<file path="src/rtl/mem_access_stage.sv">
// MEM pipeline stage: drives one data-memory access per instruction.
// Stores are placed on byte lanes. Loads return the selected lane, zero- or
// sign-extended. The stage flags misaligned or illegal requests, and gives up
// on a bus that never signals ready.
module mem_access_stage (
    input  logic        clock,
    input  logic        reset,
    input  logic        ivalid,
    input  logic        imem_read,
    input  logic        imem_write,
    input  logic [1:0]  iwidth,
    input  logic        isigned,
    input  logic [31:0] ialu_res,
    input  logic [31:0] istore_data,
    output logic        dmem_req,
    output logic        dmem_we,
    output logic [31:0] dmem_addr,
    output logic [3:0]  dmem_be,
    output logic [31:0] dmem_wdata,
    input  logic [31:0] dmem_rdata,
    input  logic        dmem_ready,
    output logic [31:0] oData_mem_res,
    output logic        odone,
    output logic        ostall,
    output logic [1:0]  oerr
);
    typedef enum logic {IDLE, BUSY} state_t;

    // The last BUSY cycle without ready is the one where the count reaches 255.
    localparam logic [7:0] TIMEOUT_LAST = 8'd254;

    state_t      r_state, w_next;
    logic [7:0]  r_cnt;
    logic [1:0]  r_off;
    logic [1:0]  r_width;
    logic        r_signed;
    logic        r_req, r_we, r_done;
    logic [31:0] r_addr, r_wdata, r_res;
    logic [3:0]  r_be;
    logic [1:0]  r_err;

    logic        w_idle, w_one_op, w_aligned, w_start, w_legal, w_bad;
    logic        w_complete, w_timeout;
    logic [3:0]  w_be;
    logic [31:0] w_wdata, w_load;
    logic [7:0]  w_lane_b;
    logic [15:0] w_lane_h;

    assign w_idle     = (r_state == IDLE);
    assign w_one_op   = imem_read ^ imem_write;
    assign w_aligned  = (iwidth == 2'b00)
                      | ((iwidth == 2'b01) & ~ialu_res[0])
                      | ((iwidth == 2'b10) & (ialu_res[1:0] == 2'b00));
    assign w_start    = w_idle & ivalid & w_one_op;
    assign w_legal    = w_start & w_aligned;
    // Misaligned, width 11, or read+write together are all rejected in one cycle.
    assign w_bad      = w_idle & ivalid & ((w_one_op & ~w_aligned) | (imem_read & imem_write));
    assign w_complete = (r_state == BUSY) & dmem_ready;
    assign w_timeout  = (r_state == BUSY) & ~dmem_ready & (r_cnt == TIMEOUT_LAST);

    // Stall covers the start cycle too, so upstream holds until the access ends.
    assign ostall = ~reset & (w_legal | (r_state == BUSY));

    // Store lane placement from the incoming byte address.
    always_comb begin
        w_be    = 4'b1111;
        w_wdata = istore_data;
        case (iwidth)
            2'b00: begin
                w_be    = 4'b0001 << ialu_res[1:0];
                w_wdata = {4{istore_data[7:0]}};
            end
            2'b01: begin
                w_be    = ialu_res[1] ? 4'b1100 : 4'b0011;
                w_wdata = {2{istore_data[15:0]}};
            end
            default: ;
        endcase
    end

    // Load lane extraction uses the captured offset and width.
    always_comb begin
        w_lane_b = dmem_rdata[{r_off, 3'b000} +: 8];
        w_lane_h = r_off[1] ? dmem_rdata[31:16] : dmem_rdata[15:0];
        case (r_width)
            2'b00:   w_load = {{24{r_signed & w_lane_b[7]}}, w_lane_b};
            2'b01:   w_load = {{16{r_signed & w_lane_h[15]}}, w_lane_h};
            default: w_load = dmem_rdata;
        endcase
    end

    // State register.
    always_ff @(posedge clock) begin
        if (reset) r_state <= IDLE;
        else       r_state <= w_next;
    end

    // Next-state: a legal start enters BUSY; ready or timeout returns to IDLE.
    always_comb begin
        w_next = r_state;
        case (r_state)
            IDLE: if (w_legal) w_next = BUSY;
            BUSY: if (w_complete | w_timeout) w_next = IDLE;
            default: w_next = IDLE;
        endcase
    end

    // Registered bus outputs, result, pulses and timeout counter.
    always_ff @(posedge clock) begin
        if (reset) begin
            r_req    <= 1'b0;
            r_we     <= 1'b0;
            r_be     <= 4'b0000;
            r_addr   <= 32'd0;
            r_wdata  <= 32'd0;
            r_res    <= 32'd0;
            r_done   <= 1'b0;
            r_err    <= 2'b00;
            r_cnt    <= 8'd0;
            r_off    <= 2'b00;
            r_width  <= 2'b00;
            r_signed <= 1'b0;
        end else begin
            r_done <= 1'b0;
            r_err  <= 2'b00;
            if (w_legal) begin
                r_req    <= 1'b1;
                r_we     <= imem_write;
                r_be     <= w_be;
                r_addr   <= {ialu_res[31:2], 2'b00};
                r_wdata  <= w_wdata;
                r_off    <= ialu_res[1:0];
                r_width  <= iwidth;
                r_signed <= isigned;
                r_cnt    <= 8'd0;
            end else if (w_bad) begin
                r_done <= 1'b1;
                r_err  <= 2'b01;
            end else if (w_complete) begin
                r_req  <= 1'b0;
                r_done <= 1'b1;
                if (!r_we) r_res <= w_load;
            end else if (w_timeout) begin
                r_req  <= 1'b0;
                r_done <= 1'b1;
                r_err  <= 2'b10;
                r_cnt  <= r_cnt + 8'd1;
            end else if (r_state == BUSY) begin
                r_cnt <= r_cnt + 8'd1;
            end
        end
    end

    assign dmem_req      = r_req;
    assign dmem_we       = r_we;
    assign dmem_be       = r_be;
    assign dmem_addr     = r_addr;
    assign dmem_wdata    = r_wdata;
    assign oData_mem_res = r_res;
    assign odone         = r_done;
    assign oerr          = r_err;
endmodule
</file>
<file path="config.mk">
export PLATFORM = sky130hd
export DESIGN_NAME = mem_access_stage
export DESIGN_NICKNAME = d
export VERILOG_FILES = /design/src/rtl/mem_access_stage.sv
export SDC_FILE = /design/constraint.sdc
export NUM_CORES = 1
export LEC_CHECK = 0
export CAP_MARGIN = 20
export CORE_MARGIN = 4
export CORE_UTILIZATION = 47
export DETAILED_ROUTE_END_ITERATION = 6
export PLACE_DENSITY = 0.92
export REMOVE_ABC_BUFFERS = 1
export SYNTH_ARGS = -nofsm -noshare
export SYNTH_HDL_FRONTEND = slang
export SYNTH_SLANG_ARGS = --single-unit
</file>
<file path="constraint.sdc">
create_clock -name clock -period 4.06 [get_ports clock]
set_input_delay 1.218 -clock clock [delete_from_list [all_inputs] [get_ports clock]]
set_output_delay 1.218 -clock clock [all_outputs]
set_load 0.005 [all_outputs]
</file>
## Word-level counts from Yosys, hierarchy flattened

Index checks and enable logic that the tools add are counted.

| operators by class | value |
|---|---|
| add/sub/neg operators | 1 |
| equality and inequality tests | 5 |
| shift-type cells | 2 |
| multiplexer cells | 20 |
| bitwise gates (word level) | 29 |
| reduce and logical (&&, ||, !) cells | 10 |

Operators with widths:

| operator | count |
|---|---|
| $pmux W32 S2 | 2 |
| $shiftx A32 B6 Y8 | 1 |
| $mux W16 | 1 |
| $mux W8 | 2 |
| $and A1 B1 Y1 | 14 |
| $mux W1 | 11 |
| $not A1 Y1 | 9 |
| $add A8 B1 Y8 const B | 1 |
| $eq A8 B8 Y1 const B | 1 |
| $pmux W4 S2 | 1 |
| $logic_not A2 Y1 | 3 |
| $or A1 B1 Y1 | 5 |
| $eq A2 B1 Y1 const B | 2 |
| $mux W4 | 1 |
| $reduce_and A4 Y1 | 1 |
| $reduce_or A4 Y1 | 1 |
| $shl A1 B2 Y4 const A | 1 |
| $reduce_and A3 Y1 | 1 |
| $reduce_bool A3 Y1 | 1 |
| $eq A2 B2 Y1 const B | 1 |
| $mux W2 | 1 |
| $ne A2 B2 Y1 const B | 1 |
| $pmux W1 S2 | 1 |
| $reduce_and A2 Y1 | 1 |
| 3 further kinds | 3 |

| storage, ports and cells | value |
|---|---|
| flip-flop bits (word level) | 117 |
| bits of input ports | 105 |
| word-level logic and storage cells | 81 |

## Longest topological paths before layout

| logic depth | value |
|---|---|
| word-level depth | 10 |
| mapped depth | 7 |

## Worst setup path after synthesis

Ideal clock, no wire load.

| timing | value |
|---|---|
| path type | input-to-output |
| start point | in iwidth[0] |
| end point | out ostall |
| arrival time | 2363 ps |
| data required time | 2842 ps |
| setup slack | 479 ps |
| stages | 7 |
| path buffers | 3 |
| path through | clkbuf_1 or3_4 a21oi_4 buf_6 buf_2 nor2_1 nor2_1 |

| on the way | value |
|---|---|
| longest elaborated chain between the ends | 7 |
| elaborated cells between the ends (all ways) | 10 |
| those cells by class | 2 x eq/ne; 7 x bitwise; 1 x reduce/logical |

Ends and longest elaborated chain:

| what | RTL line | RTL |
|---|---|---|
| start: declaration | 11 | `input logic [1:0] iwidth,` |
| $eq A2 B1 Y1 | 52 | `\| ((iwidth == 2'b01) & ~ialu_res[0])` |
| $and A1 B1 Y1 | 52 |  |
| $or A1 B1 Y1 | 52 |  |
| $or A1 B1 Y1 * | 53 | `\| ((iwidth == 2'b10) & (ialu_res[1:0] == 2'b00));` |
| $and A1 B1 Y1 * | 55 | `assign w_legal = w_start & w_aligned;` |
| $or A1 B1 Y1 * | 62 | `assign ostall = ~reset & (w_legal \| (r_state == BUSY));` |
| $and A1 B1 Y1 * | 62 |  |
| end: declaration | 24 | `output logic ostall,` |

Mark *: on every way between the ends. The rest lies on a longest branch, timed or not.

## Worst setup path in the final report

| timing | value |
|---|---|
| start point | in imem_write |
| end point | out ostall |

| on the way | value |
|---|---|
| longest elaborated chain between the ends | 5 |

Ends and longest elaborated chain:

| what | RTL line | RTL |
|---|---|---|
| start: declaration | 10 | `input logic imem_write,` |
| $xor A1 B1 Y1 | 50 | `assign w_one_op = imem_read ^ imem_write;` |
| $and A1 B1 Y1 | 54 | `assign w_start = w_idle & ivalid & w_one_op;` |
| $and A1 B1 Y1 | 55 |  |
| $or A1 B1 Y1 | 62 |  |
| $and A1 B1 Y1 | 62 |  |

Every way passes these cells.

==> out/results.tsv <==
metric	value	unit
place_area	7290	sq um
synth_top_cell_by_area	dfxtp_1	
core-area	10800	sq um
cts_buffers	17	
pwr-share-clk	45.0	%
cts_num_sinks	117	
area_delta_synth_final	50.9	%
synthTopCellsByArea	dfxtp_1 (45%), nand2_1 (11%), a21oi_1 (5.4%)	
p_leak	0.00270	uW
hold_class	reg -> reg	
post-place-ws	-266	ps
clock_path_buffers	2	
synth_seq_cells	117	
yosysSeqAreaShare	45.1	%
first_pass_iters	6	
io_buffers	208	
setup_viol	0	
overflow	0	
ys_top_cells_by_count	nand2_1 (152), dfxtp_1 (117), nor2_1 (67)	
grt_pass1_wl	26.9	mm
root_buffer	clkbuf_8	
cts_tree	yes	
ioPinCount	211	
worstMarginPinSlew	903	ps
hold_viol	0	
rsz0062_at_grt	false	
p_sw	726	uW
finalNetCount	928	
ir_drop	274	uV
critical_path_class	in -> out	
drtIter0Drc	606	
synth_ff_type	dfxtp_1	
die_x	113	microns
grtUsageTotal	26.0	%
ant_nets	0	
status	finished clean	
yosysWarnings	0	
comb_power_share	14.3	%
syn-mean-instance-area	8.26	sq um
cp-end-kind	output pin	
synth.most_common_cell	nand2_1	
post_cts_buffers	0	
rows	38	
antennaDiodeCount	0	
die_h	113	microns
design_area	7830	sq um
synth_cell_type_count	50	
p_per_area	385	nW/um^2
synth_edf_count	0	
die_area	12800	sq um
start_util	47.9	%
wl	16.9	mm
drc	0	
place.gp.congestion	0.870	
wire_per_inst	17.3	microns
grt_max_degree	93	
crit_path_start_kind	input pin	
postSynthCellCount	629	
clock_skew	7.04	ps
first_global_vias	5576	
cap_violations	0	
dp_hpwl	12.0	mm
min_period_over_period	96.5	%
drive_gt1_share	8.88	%
seqPwrFrac	40.7	%
fmax	255	MHz
antenna_found_initial	0	
vias_per_cell	5.58	
relSlewSlack	39.8	%
clock_latency	510	ps
worstPathMaxFanout	2	
min_period	3920	ps
setup_ws	141	ps
synth_top_area_share	45.1	%
cp.arrival	2700	ps
final-max-slew-violation-count	0	
path_clk_slew	50	ps
p_sw_share	24.1	%
cts_htree_levels	4	
required	2840	ps
p_int	2290	uW
netlist_area	5190	sq um
num_vias	5428	
synth_async_sr_flop_share	0	%
cell usage in the layout (no fill, tap or decap), drive strengths merged, types with 3 or more instances in the layout:
master / instances
buf: 18
or3: 3
nor3: 15
nor3b: 6
o22ai: 3
a311oi: 13
nand4: 3
xor2: 3
o211ai: 8
nor2: 67
a21o: 3
a21oi: 59
a31o: 6
xnor2: 4
a2111oi: 13
clkinvlp: 3
o21ai: 12
clkinv: 6
nand2b: 5
dfxtp: 117
inv: 4
a211oi: 28
mux2: 6
clkdlybuf4s50: 206
clkbuf: 24
nand2: 152
nand3b: 4
mux2i: 19
ha: 3
o21bai: 4
area by class of cell:
type,instances,area (sq um)
inverter,5,18.8
clock inverter,9,77.6
fill,786,3010
multi-input combinational,454,2550
tap,140,175
clock buffer,23,467
sequential,117,2340
timing repair buffer,225,2200
critical path, stage by stage:
cell and delay (ps):
clkdlybuf4s50_1 450, ha_1 350, nand3b_1 160, a21oi_4 150, nor2_1 50, nor2_1 160, clkbuf_2 170
worst paths after layout:
path	startpoint	to	slack [ps]	depth (start not counted)
max	imem_write	ostall	140	7
min	dmem_addr[13]$_SDFFE_PP0P_	dmem_addr[13]$_SDFFE_PP0P_	450	2
max reg2reg	r_width[0]$_SDFFE_PP0P_	oData_mem_res[3]$_SDFFE_PP0P_	1750	4
min reg2reg	dmem_addr[13]$_SDFFE_PP0P_	dmem_addr[13]$_SDFFE_PP0P_	450	2
state kept, by name (all words and copies together) (netlist names), 2 cells and up:
signal,cells
r_off,2
oerr,2
oData_mem_res,32
r_width,2
dmem_addr,30
r_cnt,8
dmem_wdata,32
dmem_be,4
power groups by stage:
stage               logic (uW)  registers [uW]  clock network [uW]
floorplan                  139            1250                   0
global placement           414            1250                   0
detailed placement         427            1250                   0
CTS                        431            1220                1380
global route               467            1230                1430
finish                     431            1230                1360
routing by layer:
| layer | track usage, % | part of all wire [%] |
|---|---|---|
| met1 | 29.2 | 38 |
| met5 | 0 | 0 |
| met4 | 11.0 | 2.8 |
| met3 | 10.9 | 12 |
| met2 | 43.6 | 47 |
repair_timing:
item | 4_1_cts | 5_1_grt
setup endpoints to repair | 1 | 1
resized for setup | 1 | 2
gates cloned | 0 | 0
hold buffers | 0 | 0
logic make-up (layout without fill, tap and decap cells):
| group | after synthesis | after routing | synth area share, % |
|---|---|---|---|
| AO/OA/AOI/OAI | 152 | 152 | 20.5 |
| XOR/XNOR | 7 | 7 | 1.18 |
| adder cells (fa/ha/maj) | 3 | 3 | 0.723 |
| buffers and inverters | 59 | 262 | 5.86 |
| flip-flops | 117 | 117 | 45.1 |
| multiplexers | 25 | 25 | 4.96 |
| other | 1 | 2 | 0.0722 |
| AND/OR/NAND/NOR | 265 | 265 | 21.6 |
stage by stage:
step / setup TNS [ps] / std cells / hold WS (ps) / power (uW) / util, %
after floorplan: -183 / 576 / 447 / 1390 / -
after global placement: -240 / 941 / 441 / 1660 / 67.3
after detailed placement: -266 / 941 / 448 / 1680 / 67.3
after CTS: 0 / 973 / 455 / 3030 / 72.3
after global routing: 0 / 973 / 467 / 3130 / 72.3
final: 0 / 973 / 453 / 3010 / 72.3
No activity file was read; power rests on OpenSTA's default activity.
